<file path="config.mk">
export PLATFORM = sky130hd
export DESIGN_NAME = cpu_clken_flat
export DESIGN_NICKNAME = d
export VERILOG_FILES = /design/src/rtl/cpu_clken_pkg.sv /design/src/rtl/cpu_clken_if.sv /design/src/rtl/cpu_clken_ce_divider.sv /design/src/rtl/cpu_clken.sv /design/src/flat_wrapper.sv
export SDC_FILE = /design/constraint.sdc
export NUM_CORES = 1
export LEC_CHECK = 0
export ABC_AREA = 1
export BUFFER_PORTS_ARGS = -buffer_cell sky130_fd_sc_hd__buf_4
export CAP_MARGIN = 40
export CORE_MARGIN = 3
export CORE_UTILIZATION = 25
export CTS_BUF_LIST = sky130_fd_sc_hd__clkbuf_8
export DETAILED_ROUTE_END_ITERATION = 16
export MAX_ROUTING_LAYER = met4
export PLACE_DENSITY = 0.56
export SLEW_MARGIN = 20
export SYNTH_ARGS = -nofsm -noshare
export SYNTH_HDL_FRONTEND = slang
export SYNTH_HIERARCHICAL = 1
export SYNTH_SLANG_ARGS = --single-unit
</file>
<file path="constraint.sdc">
create_clock -name clock -period 1.13 [get_ports clock]
set_input_delay 0.0565 -clock clock [delete_from_list [all_inputs] [get_ports clock]]
set_output_delay 0.0565 -clock clock [all_outputs]
set_load 0.02 [all_outputs]
</file>
<file path="src/rtl/cpu_clken_pkg.sv">
// rtl/cpu_clken_pkg.sv - shared speed/model encodings and level helper for cpu_clken
package cpu_clken_pkg;

  typedef logic [1:0] spd_t;

  typedef enum logic [1:0] {
    SPD_35 = 2'd0,
    SPD_7  = 2'd1,
    SPD_14 = 2'd2
  } spd_e;

  typedef enum logic {
    MODEL_48  = 1'b0,
    MODEL_128 = 1'b1
  } model_e;

  // Divider level (1-based) that clocks the CPU at a given turbo speed
  function automatic int lvl(input int base, input spd_t spd);
    return base - int'(spd);
  endfunction

endpackage

</file>
<file path="src/rtl/cpu_clken_if.sv">
// rtl/cpu_clken_if.sv - CPU bus, speed request and enable outputs of cpu_clken
interface cpu_clken_if
  import cpu_clken_pkg::*;
#(
  parameter int DIVW = 4
);
  spd_t            speed;
  logic            model;
  logic            pageCn;
  logic            vidCn;
  logic            mreq;
  logic            iorq;
  logic [15:0]     a;
  logic [DIVW-1:0] cep;
  logic [DIVW-1:0] cen;
  logic            cpuCep;
  logic            cpuCen;
  logic            contend;
  spd_t            spdAct;

  modport master (
    output speed, model, pageCn, vidCn, mreq, iorq, a,
    input  cep, cen, cpuCep, cpuCen, contend, spdAct
  );

  modport slave (
    input  speed, model, pageCn, vidCn, mreq, iorq, a,
    output cep, cen, cpuCep, cpuCen, contend, spdAct
  );
endinterface

</file>
<file path="src/rtl/cpu_clken_ce_divider.sv">
// rtl/cpu_clken_ce_divider.sv - free-running counter with registered p/n pulses per level
module ce_divider #(
  parameter int DIVW = 4
) (
  input  logic            clock,
  input  logic            reset,
  output logic [DIVW-1:0] cnt,
  output logic [DIVW-1:0] cep,
  output logic [DIVW-1:0] cen
);

  logic [DIVW-1:0] cepNext;
  logic [DIVW-1:0] cenNext;
  logic [DIVW-1:0] mask;

  // Level k+1 sees the low k+1 counter bits: n-phase at 0, p-phase at half period
  always_comb begin
    cepNext = '0;
    cenNext = '0;
    mask    = '0;
    for (int k = 0; k < DIVW; k++) begin
      mask       = (DIVW'(1) << (k + 1)) - DIVW'(1);
      cenNext[k] = ((cnt & mask) == '0);
      cepNext[k] = ((cnt & mask) == (DIVW'(1) << k));
    end
  end

  // Counter wraps naturally; pulses are registered so they trail cnt by one clock
  always_ff @(posedge clock) begin
    if (!reset) begin
      cnt <= '0;
      cep <= '0;
      cen <= '0;
    end else begin
      cnt <= cnt + DIVW'(1);
      cep <= cepNext;
      cen <= cenNext;
    end
  end

endmodule

</file>
<file path="src/rtl/cpu_clken.sv">
// rtl/cpu_clken.sv - clock enables, turbo speed switching and ULA contention for the CPU
module cpu_clken
  import cpu_clken_pkg::*;
#(
  parameter int DIVW = 4,
  parameter int BASE = 3,
  parameter int NSPD = 3
) (
  input  logic        clock,
  input  logic        reset,
  cpu_clken_if.slave  bus
);

  localparam spd_t SPD_MAX = spd_t'(NSPD - 1);

  logic [DIVW-1:0] cnt;
  logic [DIVW-1:0] cep;
  logic [DIVW-1:0] cen;
  logic [DIVW-1:0] lvlMask;
  spd_t            spdReq;
  spd_t            spdAct;
  logic            cpuHi;
  logic            ccd;
  logic            ioT;
  logic            mrT;
  logic            contendQ;
  logic            contend;
  logic            cacc;
  logic            selCep;
  logic            selCen;
  logic            cpuCep;
  logic            cpuCen;

  ce_divider #(.DIVW(DIVW)) u_div (
    .clock (clock),
    .reset (reset),
    .cnt   (cnt),
    .cep   (cep),
    .cen   (cen)
  );

  assign spdReq  = (int'(bus.speed) >= NSPD) ? SPD_MAX : bus.speed;
  assign lvlMask = DIVW'(1) << (lvl(BASE, spdAct) - 1);
  assign selCep  = |(cep & lvlMask);
  assign selCen  = |(cen & lvlMask);

  // Contention only exists at base speed, so a turbo speed masks it at once
  assign contend = contendQ & (spdAct == SPD_35);

  assign cacc = (!bus.mreq && bus.a[15:14] == 2'b01)
              || (bus.model == MODEL_128 && !bus.mreq && bus.a[15:14] == 2'b11 && bus.pageCn)
              || (!bus.iorq && !bus.a[0])
              || (!bus.iorq && bus.a[15:14] == 2'b01);

  // ccd lets the falling CPU edge through while a stretch is just starting
  assign cpuCep = selCep & ~contend;
  assign cpuCen = selCen & (~contend | ccd);

  // Speed latches only at cnt==0, contention state tracks the modelled CPU clock
  always_ff @(posedge clock) begin
    if (!reset) begin
      spdAct   <= SPD_35;
      cpuHi    <= 1'b1;
      ccd      <= 1'b1;
      ioT      <= 1'b1;
      mrT      <= 1'b1;
      contendQ <= 1'b0;
    end else begin
      if (cnt == '0) spdAct <= spdReq;
      if (cep[0]) ccd <= ~contend;
      if (cpuCep) begin
        ioT <= bus.iorq | bus.a[0];
        mrT <= bus.mreq;
      end
      if (cen[BASE-2]) cpuHi <= ~(cpuHi & ~contend);
      contendQ <= bus.vidCn & cacc & cpuHi & ioT & mrT & (spdAct == SPD_35);
    end
  end

  assign bus.cep     = cep;
  assign bus.cen     = cen;
  assign bus.cpuCep  = cpuCep;
  assign bus.cpuCen  = cpuCen;
  assign bus.contend = contend;
  assign bus.spdAct  = spdAct;

endmodule

</file>
<file path="src/flat_wrapper.sv">
// flat-port wrapper written by rule: the top's interface ports become plain ports
module cpu_clken_flat import cpu_clken_pkg::*;
#(
  parameter int DIVW = 4,
  parameter int BASE = 3,
  parameter int NSPD = 3
)
  (clock, reset, bus_speed, bus_model, bus_pageCn, bus_vidCn, bus_mreq, bus_iorq, bus_a, bus_cep, bus_cen, bus_cpuCep, bus_cpuCen, bus_contend, bus_spdAct);
  cpu_clken_if #(.DIVW(DIVW)) bus_i ();
  input  logic clock;
  input  logic reset;
  input wire logic [$bits(bus_i.speed)-1:0] bus_speed;
  input wire logic [$bits(bus_i.model)-1:0] bus_model;
  input wire logic [$bits(bus_i.pageCn)-1:0] bus_pageCn;
  input wire logic [$bits(bus_i.vidCn)-1:0] bus_vidCn;
  input wire logic [$bits(bus_i.mreq)-1:0] bus_mreq;
  input wire logic [$bits(bus_i.iorq)-1:0] bus_iorq;
  input wire logic [$bits(bus_i.a)-1:0] bus_a;
  output wire logic [$bits(bus_i.cep)-1:0] bus_cep;
  output wire logic [$bits(bus_i.cen)-1:0] bus_cen;
  output wire logic [$bits(bus_i.cpuCep)-1:0] bus_cpuCep;
  output wire logic [$bits(bus_i.cpuCen)-1:0] bus_cpuCen;
  output wire logic [$bits(bus_i.contend)-1:0] bus_contend;
  output wire logic [$bits(bus_i.spdAct)-1:0] bus_spdAct;
  assign bus_i.speed = bus_speed;
  assign bus_i.model = bus_model;
  assign bus_i.pageCn = bus_pageCn;
  assign bus_i.vidCn = bus_vidCn;
  assign bus_i.mreq = bus_mreq;
  assign bus_i.iorq = bus_iorq;
  assign bus_i.a = bus_a;
  assign bus_cep = bus_i.cep;
  assign bus_cen = bus_i.cen;
  assign bus_cpuCep = bus_i.cpuCep;
  assign bus_cpuCen = bus_i.cpuCen;
  assign bus_contend = bus_i.contend;
  assign bus_spdAct = bus_i.spdAct;
  cpu_clken #(.DIVW(DIVW), .BASE(BASE), .NSPD(NSPD)) u_core (.clock(clock), .reset(reset), .bus(bus_i));
endmodule
</file>
==> impl_metrics.json, run 1 <==
{
  "synth_largest_area_cell": "dfxtp_1",
  "p_leak_nw": 0.598,
  "violations": "negative setup slack",
  "grt_first_pass_wirelength_mm": 2.90,
  "critical-path-slowest-cell": "dfxtp_4",
  "mostFrequentLayoutCells": "buf_4 (28), nand2_1 (15), dfxtp_1 (15), inv_1 (13), nor2_1 (10)",
  "critPathMostFrequentCell": "nand2_2",
  "cts.clk_slew.worst_paths_ns": 0.07,
  "whs_ns": 0.0499,
  "p_per_area_nw_per_um2": 1300,
  "clk_path_buf_depth": 2,
  "power_frac_comb_pct": 21.3,
  "critPathCaptureType": "output pin",
  "p_sw_share_pct": 27.9,
  "ir_worst_vdd_mv": 0.956,
  "yosysSeqAreaShare_pct": 44.4,
  "power_frac_seq_pct": 45.6,
  "period_needed_ns": 1.45,
  "arrival_ns": 1.40,
  "ios": 38,
  "finalSetupTns_ns": -1.12,
  "dr.pass1.iters": 3,
  "maxCapViolCount": 0,
  "die_y_microns": 63.0,
  "worst_pin_slew_ns": 0.212,
  "drt-initial-drc-count": 18,
  "status": "finished with violations",
  "cts_made_buffers": 3,
  "max_freq_mhz": 689,
  "vias_per_cell": 4.03,
  "synth_area_per_cell_sq_um": 7.73,
  "io_buffers": 24,
  "grt_overflow_total": 0,
  "timing.critical_path.slowest_cell_delay_ns": 0.39,
  "drc": 0,
  "routabilityCongestion": 0.720,
  "worstPathRequired_ns": 1.07,
  "wl_mm": 1.92,
  "hold_viol_final": 0,
  "mostFrequentLayoutCell": "buf_4",
  "vias": 730,
  "ant_nets": 0,
  "htree_levels": 1,
  "period_share_pct": 129,
  "holdCritPathClass": "in -> reg",
  "final_nets": 170,
  "max-slew-margin-rel_pct": 85.9,
  "dieWidth_microns": 63.0,
  "cts-root-buf": "clkbuf_8",
  "synth.area.top_cells": "dfxtp_1 (44%), ha_1 (11%), nand2_1 (9.7%), inv_1 (8.3%), nor2_1 (4.6%)",
  "synth_seq_cells": 18,
  "grt_max_degree": 11,
  "area_growth_pct": 51.6,
  "yosysTopAreaCellShare_pct": 44.4,
  "path_class": "reg -> out",
  "start_util_pct": 26.4,
  "grtUsageTotal_pct": 9.61,
  "cp_max_fo": 4,
  "clkPwrFrac_pct": 33.1,
  "path_cells": "inv_4 > ha_4 > nand2_2 > nand2_2 > nor2_2 > nand2_2 > nand2_2 > inv_2 > buf_6",
  "rsz0062_at_grt": "true",
  "place_ws_ns": -0.117,
  "fin_skew_ns": 0.00260,
  "rows": 20,
  "layout-drive-gt1-share_pct": 46.0,
  "tritoncts": "yes",
  "synth_cell_types": 17,
  "dieArea_sq_um": 3970,
  "antenna_found_initial": 0,
  "internal_power_mw": 1.15,
  "worst_slack_ns": -0.322,
  "cts.hold.buffers_added": 0,
  "clock_latency_ns": 0.25,
  "syn_nets": 137,
  "core_sq_um": 3080,
  "setup_viol": 5,
  "diodes": 0,
  "syn_inst": 105,
  "wl_per_cell_microns": 10.6,
  "synthesis.area_sq_um": 812,
  "hpwl_mm": 1.38,
  "grt_pass1_vias": 679,
  "netSwitchingPower_uw": 447,
  "yosysWarnings": 6,
  "maxSlewViolCount": 0,
  "cts.sinks": 18,
  "startpoint_type": "flip-flop"
}
## metrics by stage
| stage | instances | utilization [%] | instance area (sq um) | total power, mW |
|---|---|---|---|---|
| finish | 181 | 40.0 | 1230 | 1.60 |
| global route | 181 | 40.0 | 1230 | 1.69 |
| CTS | 179 | 37.6 | 1160 | 1.58 |
| detailed placement | 172 | 34.2 | 1050 | 1.02 |
| global placement | 172 | 34.2 | 1050 | 1.01 |
| floorplan | 105 | - | 826 | 0.897 |
## cells in the mapped netlist
library cell  instances
nand3_1               7
a21oi_1               5
inv_2                 1
nand4_1               4
o21ai_0               3
dfxtp_1              18
buf_4                 2
nand2_2               4
ha_1                  7
a211oi_1              1
xnor2_1               1
nor2_2                1
nand3b_1              1
nor2_1               10
inv_1                18
or2_2                 1
nand2_1              21
## routing by layer
metal | up-vias | routed length, microns | GRT usage, % | part of all wire, %
met1 | 332 | 791 | 10.3 | 41
li1 | 387 | - | - | -
met4 | 0 | 0 | 2.75 | 0
met2 | 11 | 1030 | 15.8 | 54
met5 | - | 0 | - | 0
met3 | 0 | 93 | 4.50 | 4.8
## repair_timing
item / in CTS / in global routing
resized for setup: 9 / 16
setup buffers: 3 / 3
endpoints found under the setup margin: 8 / 7
pin swaps: 2 / 5
## worst max-delay path: cells and delay by family (launching register included)
family,cells,cell delay (ns)
adder cells (fa/ha/maj),1,0.17
buffers and inverters,3,0.22
flip-flops,1,0.39
AND/OR/NAND/NOR,5,0.38
## worst paths after layout
check | slack (ns) | cells after the start | startpoint | to
worst max-delay path | -0.32 | 9 | u_core/bus.spdAct[1] | bus_cpuCep
worst min-delay path | 0.05 | 2 | reset | u_core/cpuHi
worst max register to register | -0.18 | 9 | u_core/bus.spdAct[0] | u_core/mrT
worst min register to register | 0.46 | 1 | u_core/u_div/cnt[3] | u_core/u_div/cen[3]
## layout make-up
type | count | area [sq um]
well taps | 44 | 55.1
repair buffers | 30 | 233
flip-flops and latches | 18 | 369
multi-input cells | 66 | 443
fillers | 331 | 1850
inverters | 19 | 76.3
clock buffers | 4 | 55.1
## sequential cells by signal (all words and copies together), names as in the netlist
signal,count
u_core/bus.spdAct,2
u_core/u_div/cep,4
u_core/contendQ,1
u_core/u_div/cen,4
u_core/cpuHi,1
u_core/u_div/cnt,3
u_core/ioT,1
u_core/mrT,1
u_core/ccd,1
## cell families after synthesis
group / synth area share [%]
flip-flops: 44.4
AO/OA/AOI/OAI: 5.85
AND/OR/NAND/NOR: 27.3
XOR/XNOR: 1.08
adder cells (fa/ha/maj): 10.8
buffers and inverters: 10.6
## power groups by stage
| stage | Clock [mW] | Combinational (mW) | Sequential, mW |
|---|---|---|---|
| after global routing | 0.578 | 0.376 | 0.737 |
| after detailed placement | 0 | 0.281 | 0.736 |
| after global placement | 0 | 0.279 | 0.733 |
| after CTS | 0.544 | 0.313 | 0.724 |
| after floorplan | 0 | 0.146 | 0.752 |
| final | 0.530 | 0.341 | 0.730 |
Note: power is estimated with default switching activity, not from simulation.
==> run 2, diff against run 1 <==
CTS_CLUSTER_SIZE = 30   (was default)
SYNTH_HIERARCHICAL = default   (was 1)
==> run 2 against run 1 <==
  * The run still ends with negative setup slack left
  * Clock-buffer cell count shrank 1
  * Critical path depth shrank 1
  * Core utilization grew 1.5 points
  * Clock skew shrank 0.0014 ns
  * Highest routed layer is now met4
  * Non-clock buffer count grew 4
  * Largest power group unchanged
==> impl_metrics.json, run 2 <==
{
  "status": "finished with violations",
  "violations": "negative setup slack",
  "grt_pass1_vias": 741,
  "mostFrequentLayoutCell": "buf_4",
  "cts.clk_slew.worst_paths_ns": 0.07,
  "core_sq_um": 3080,
  "drc": 0,
  "layout-drive-gt1-share_pct": 49.6,
  "vias_per_cell": 4.16,
  "finalPower_mw": 1.57,
  "p_per_area_nw_per_um2": 1230,
  "maxCapViolCount": 0,
  "vias": 745,
  "max_freq_mhz": 675,
  "synth.area.top_cells": "dfxtp_1 (44%), ha_1 (11%), nand2_1 (8.2%), inv_1 (6.9%), nand3_1 (4.3%)",
  "mostFrequentLayoutCells": "buf_4 (30), dfxtp_1 (16), nand2_1 (14), inv_1 (10)",
  "dr.pass1.iters": 4,
  "rows": 20,
  "antenna_found_initial": 0,
  "synth_cell_types": 21,
  "ys.flop_type": "dfxtp_1",
  "critPathCaptureType": "output pin",
  "cts-root-buf": "clkbuf_8",
  "yosysTopAreaCellShare_pct": 44.0,
  "synth_seq_cells": 18,
  "cts.hold.buffers_added": 0,
  "cp_max_fo": 4,
  "synth_largest_area_cell": "dfxtp_1",
  "io_buffers": 24,
  "post-route-cell-area_sq_um": 1280,
  "fin_skew_ns": 0.00117,
  "start_util_pct": 26.6,
  "grt_max_degree": 11,
  "clock_latency_ns": 0.25,
  "routabilityCongestion": 0.750,
  "synth_area_per_cell_sq_um": 8.28,
  "diodes": 0,
  "htree_levels": 1,
  "synth_edf_count": 0,
  "reg.largest.list": "u_core.u_div.cen (4), u_core.u_div.cep (4), u_core.u_div.cnt (3)",
  "grt_first_pass_wirelength_mm": 3.38,
  "r2r_end": "u_core.mrT",
  "period_share_pct": 131,
  "cts.sinks": 18,
  "worstPathRequired_ns": 1.07,
  "ios": 38,
  "place_area_sq_um": 1080,
  "wl_mm": 1.90,
  "synth_async_sr_flop_share_pct": 0,
  "area_growth_pct": 55.7,
  "ir_worst_vdd_mv": 0.557,
  "crit-reg2reg-launch": "u_core.bus.spdAct[0]",
  "hpwl_mm": 1.42,
  "worst_slack_ns": -0.351,
  "synth_common_cells": "dfxtp_1 (18), nand2_1 (18), inv_1 (15)",
  "p_leak_nw": 0.600,
  "arrival_ns": 1.42,
  "hp-start": "bus_speed[0]",
  "max-slew-margin-rel_pct": 84.4,
  "holdCritPathClass": "in -> reg",
  "drt-initial-drc-count": 8,
  "hold-path-endpoint": "u_core.bus.spdAct[0]",
  "startpoint_type": "flip-flop",
  "grtUsageTotal_pct": 11.3,
  "fillCellCount": 332,
  "setup_viol": 7,
  "syn_inst": 99,
  "tritoncts": "yes",
  "period_needed_ns": 1.48,
  "grt_overflow_total": 0,
  "dieArea_sq_um": 4000,
  "hold_viol_final": 0,
  "reg2reg_depth": 10,
  "dieWidth_microns": 63.3,
  "rsz0062_at_grt": "true",
  "clk_path_buf_depth": 2,
  "syn_nets": 131,
  "die_y_microns": 63.3,
  "holdPathStages": 3,
  "yosysWarnings": 0,
  "finalSetupTns_ns": -1.69,
  "synthesis.area_sq_um": 820,
  "maxSlewViolCount": 0,
  "yosysSeqAreaShare_pct": 44.0,
  "worst_pin_slew_ns": 0.233,
  "reg2reg_slack_ns": -0.33,
  "final_nets": 168,
  "wl_per_cell_microns": 10.6,
  "path_class": "reg -> out",
  "ant_nets": 0,
  "cts_made_buffers": 3
}
-- run 2: worst max path at each step --
stage | start | end | slack [ns] | cells after the start
5_1_grt | u_core.bus.spdAct[0] | bus_cpuCep | -0.43 | 8
4_1_cts | u_core.bus.spdAct[1] | bus_cpuCep | -0.32 | 9
3_3_place_gp | u_core.bus.spdAct[0] | bus_cpuCep | -0.09 | 8
2_1_floorplan | u_core.bus.spdAct[0] | u_core.mrT | -0.08 | 8
6_report | u_core.bus.spdAct[0] | bus_cpuCep | -0.35 | 8
3_5_place_dp | u_core.bus.spdAct[0] | bus_cpuCep | -0.13 | 9
-- run 2: per-layer routing --
metal	track usage, %	part of all wire [%]	wire length [microns]	vias up
li1	-	-	-	386
met1	11.1	38	729	342
met2	19.9	55	1040	12
met3	4.28	4.9	92	5
met4	4.85	1.9	36	0
met5	-	0	0	-
-- run 2: cell type report --
class	count	area, sq um	area share (%)
repair buffers	34	270	21.2
clock inverters	1	3.75	0.294
inverters	17	68.8	5.39
well taps	44	55.1	4.31
flip-flops and latches	18	368	28.8
clock buffers	3	41.3	3.24
multi-input cells	62	469	36.8
-- run 2: stage by stage --
step	setup slack [ns]	cells	utilization, %	hold WS (ns)
2_1_floorplan	-0.0819	99	-	0.183
3_3_place_gp	-0.0902	168	35.0	0.309
3_5_place_dp	-0.128	168	35.0	0.308
4_1_cts	-0.320	177	39.7	0.0412
5_1_grt	-0.426	179	41.5	0.0386
6_report	-0.351	179	41.5	0.0427
-- run 2: worst max-delay path, stage by stage, from the launching register on --
cell	delay [ns]
dfxtp_4	0.39
inv_4	0.06
ha_4	0.23
inv_2	0.05
nand4_1	0.09
nand2_2	0.12
nand2_2	0.07
inv_2	0.05
buf_6	0.10
-- run 2: power breakdown --
group / switching, mW / internal (mW)
logic: 0.195 / 0.197
registers: 0.0426 / 0.678
clock network: 0.214 / 0.242
-- run 2: cells by family after synthesis --
family	after synthesis	share of synthesized area, %
xor gates and xnor gates	1	1.07
buffers and inverters	19	9.62
DFF	18	44.0
adders and majority gates	7	10.7
and+or+nand+nor	43	26.1
AOI/OAI and AO/OA	11	8.55
-- run 2: timing repair --
action,in CTS,in global routing
setup endpoints to repair,5,8
gates resized for setup,16,12
gates cloned,0,0
pin swaps,5,5
setup buffers,5,2
==> run 3, diff against run 2 <==
CAP_MARGIN = 20   (was 40)
SETUP_SLACK_MARGIN = 0.05   (was default)
==> run 3 against run 2 <==
  * The flow still finishes with violations (negative setup slack)
  * Largest cell class unchanged
  * Sequential share of layout area rose by 0.069 points
  * Via count is 0.94% higher
  * Setup slack worse by 0.00086 ns
  * Core utilization barely moved
==> impl_metrics.json, run 3 (same netlist as run 2, synthesis figures left out) <==
{
  "clk_path_buf_depth": 2,
  "ir_worst_vdd_mv": 0.561,
  "final_nets": 168,
  "area_growth_pct": 55.9,
  "multiInputGateArea_sq_um": 469,
  "start_util_pct": 26.6,
  "crit_path_end": "bus_cpuCep",
  "reg2reg_slack_ns": -0.33,
  "ant_nets": 0,
  "violations": "negative setup slack",
  "period_needed_ns": 1.48,
  "worst_slack_ns": -0.352,
  "diodes": 0,
  "clock_latency_ns": 0.25,
  "core_sq_um": 3080,
  "dr.pass1.iters": 4,
  "critPathCaptureType": "output pin",
  "seq_area_sq_um": 369,
  "startpoint": "u_core.bus.spdAct[0]",
  "r2r_end": "u_core.mrT",
  "dieArea_sq_um": 4000,
  "p_sw_share_pct": 28.9,
  "path_cells": "inv_4 > ha_4 > inv_2 > nand4_1 > nand2_2 > nand2_2 > inv_2 > buf_6",
  "whs_ns": 0.0421,
  "p_leak_nw": 0.599,
  "ios": 38,
  "routabilityCongestion": 0.750,
  "mostFrequentLayoutCells": "buf_4 (30), dfxtp_1 (15), nand2_1 (14), inv_1 (9)",
  "critical-path-slowest-cell": "dfxtp_4",
  "dp.cells": 168,
  "vias_per_cell": 4.20,
  "holdCritPathClass": "in -> reg",
  "grt_overflow_total": 0,
  "hpwl_mm": 1.42,
  "crit-reg2reg-launch": "u_core.bus.spdAct[0]",
  "vias": 752,
  "max-slew-margin-rel_pct": 83.7,
  "grt_pass1_vias": 741,
  "drt-initial-drc-count": 5,
  "power_frac_seq_pct": 45.9,
  "worst_pin_slew_ns": 0.244,
  "fin_skew_ns": 0.00117,
  "drc": 0,
  "cts_made_buffers": 3,
  "reg2reg_depth": 10,
  "finalSetupTns_ns": -1.70,
  "arrival_ns": 1.43,
  "netSwitchingPower_uw": 454,
  "hold_viol_final": 0,
  "clkPwrFrac_pct": 29.1,
  "internal_power_mw": 1.12,
  "dieWidth_microns": 63.3,
  "die_y_microns": 63.3,
  "grt_first_pass_wirelength_mm": 3.38,
  "cts.sinks": 18,
  "wl_per_cell_microns": 10.7,
  "cts-root-buf": "clkbuf_8",
  "status": "finished with violations",
  "path_class": "reg -> out",
  "wl_mm": 1.91,
  "post_layout_nonfiller_instances": 179,
  "grt_max_degree": 11,
  "cp_max_fo": 4,
  "p_per_area_nw_per_um2": 1230,
  "grtUsageTotal_pct": 11.3,
  "max_freq_mhz": 675,
  "layout-drive-gt1-share_pct": 51.1,
  "reg.largest.list": "u_core.u_div.cen (4), u_core.u_div.cep (4), u_core.u_div.cnt (3)",
  "fillCellCount": 335,
  "rows": 20,
  "io_buffers": 24,
  "rsz0062_at_grt": "true",
  "power_frac_comb_pct": 25.0,
  "worstPathRequired_ns": 1.07,
  "timing.critical_path.slowest_cell_delay_ns": 0.39,
  "tritoncts": "yes",
  "maxCapViolCount": 0,
  "period_share_pct": 131,
  "antenna_found_initial": 0,
  "setup_viol": 7,
  "htree_levels": 1,
  "mostFrequentLayoutCell": "buf_4",
  "cts.clk_slew.worst_paths_ns": 0.07,
  "fin_util_pct": 41.5,
  "place_ws_ns": -0.128,
  "startpoint_type": "flip-flop",
  "maxSlewViolCount": 0
}
## run 3: cell counts in the layout (fill, tap and decap cells not counted)
Identical to the previous run, type by type.
## run 3: critical path, delay by kind of cell, from the launching register on
family / cells / cell delay [ns]
fa+ha+maj: 1 / 0.23
flops: 1 / 0.39
simple gates: 3 / 0.28
buf+inv: 4 / 0.26
## run 3: power groups by stage
stage	Combinational, mW	Sequential (mW)	Clock (mW)
2_1_floorplan	0.163	0.749	0
3_3_place_gp	0.307	0.726	0
3_5_place_dp	0.312	0.728	0
4_1_cts	0.368	0.721	0.467
5_1_grt	0.433	0.730	0.519
6_report	0.393	0.722	0.457
## run 3: per-stage QoR
| stage | area [sq um] | power [mW] |
|---|---|---|
| after global placement | 1080 | 1.03 |
| final | 1280 | 1.57 |
| after CTS | 1220 | 1.56 |
| after detailed placement | 1080 | 1.04 |
| after global routing | 1280 | 1.68 |
| after floorplan | 833 | 0.913 |
## run 3: per-layer routing
| layer | global-route usage (%) | share of wire (%) |
|---|---|---|
| met5 | - | 0 |
| met4 | 4.85 | 1.9 |
| met3 | 4.28 | 5.5 |
| met2 | 19.9 | 55 |
| met1 | 11.1 | 37 |
## run 3: timing repair
item	in CTS	in global routing
buffers inserted	5	2
hold buffers	0	0
pin swaps	5	5
setup endpoints to repair	7	10
gates resized for setup	17	13
## run 3: layout make-up
type / instances / area share [%]
clock inverter: 1 / 0.294
multi-input combinational: 62 / 36.7
timing repair buffer: 34 / 21.2
clock buffer: 3 / 3.23
inverter: 17 / 5.39
tap: 44 / 4.31
sequential: 18 / 28.9
## run 3: worst min-delay path by stage
stage	from	to	slack, ns	cells after the start
2_1_floorplan	bus_speed[0]	u_core.bus.spdAct[0]	0.18	2
3_3_place_gp	reset	u_core.cpuHi	0.31	2
3_5_place_dp	reset	u_core.cpuHi	0.31	2
4_1_cts	bus_speed[0]	u_core.bus.spdAct[0]	0.04	3
5_1_grt	bus_speed[0]	u_core.bus.spdAct[0]	0.04	3
6_report	bus_speed[0]	u_core.bus.spdAct[0]	0.04	3
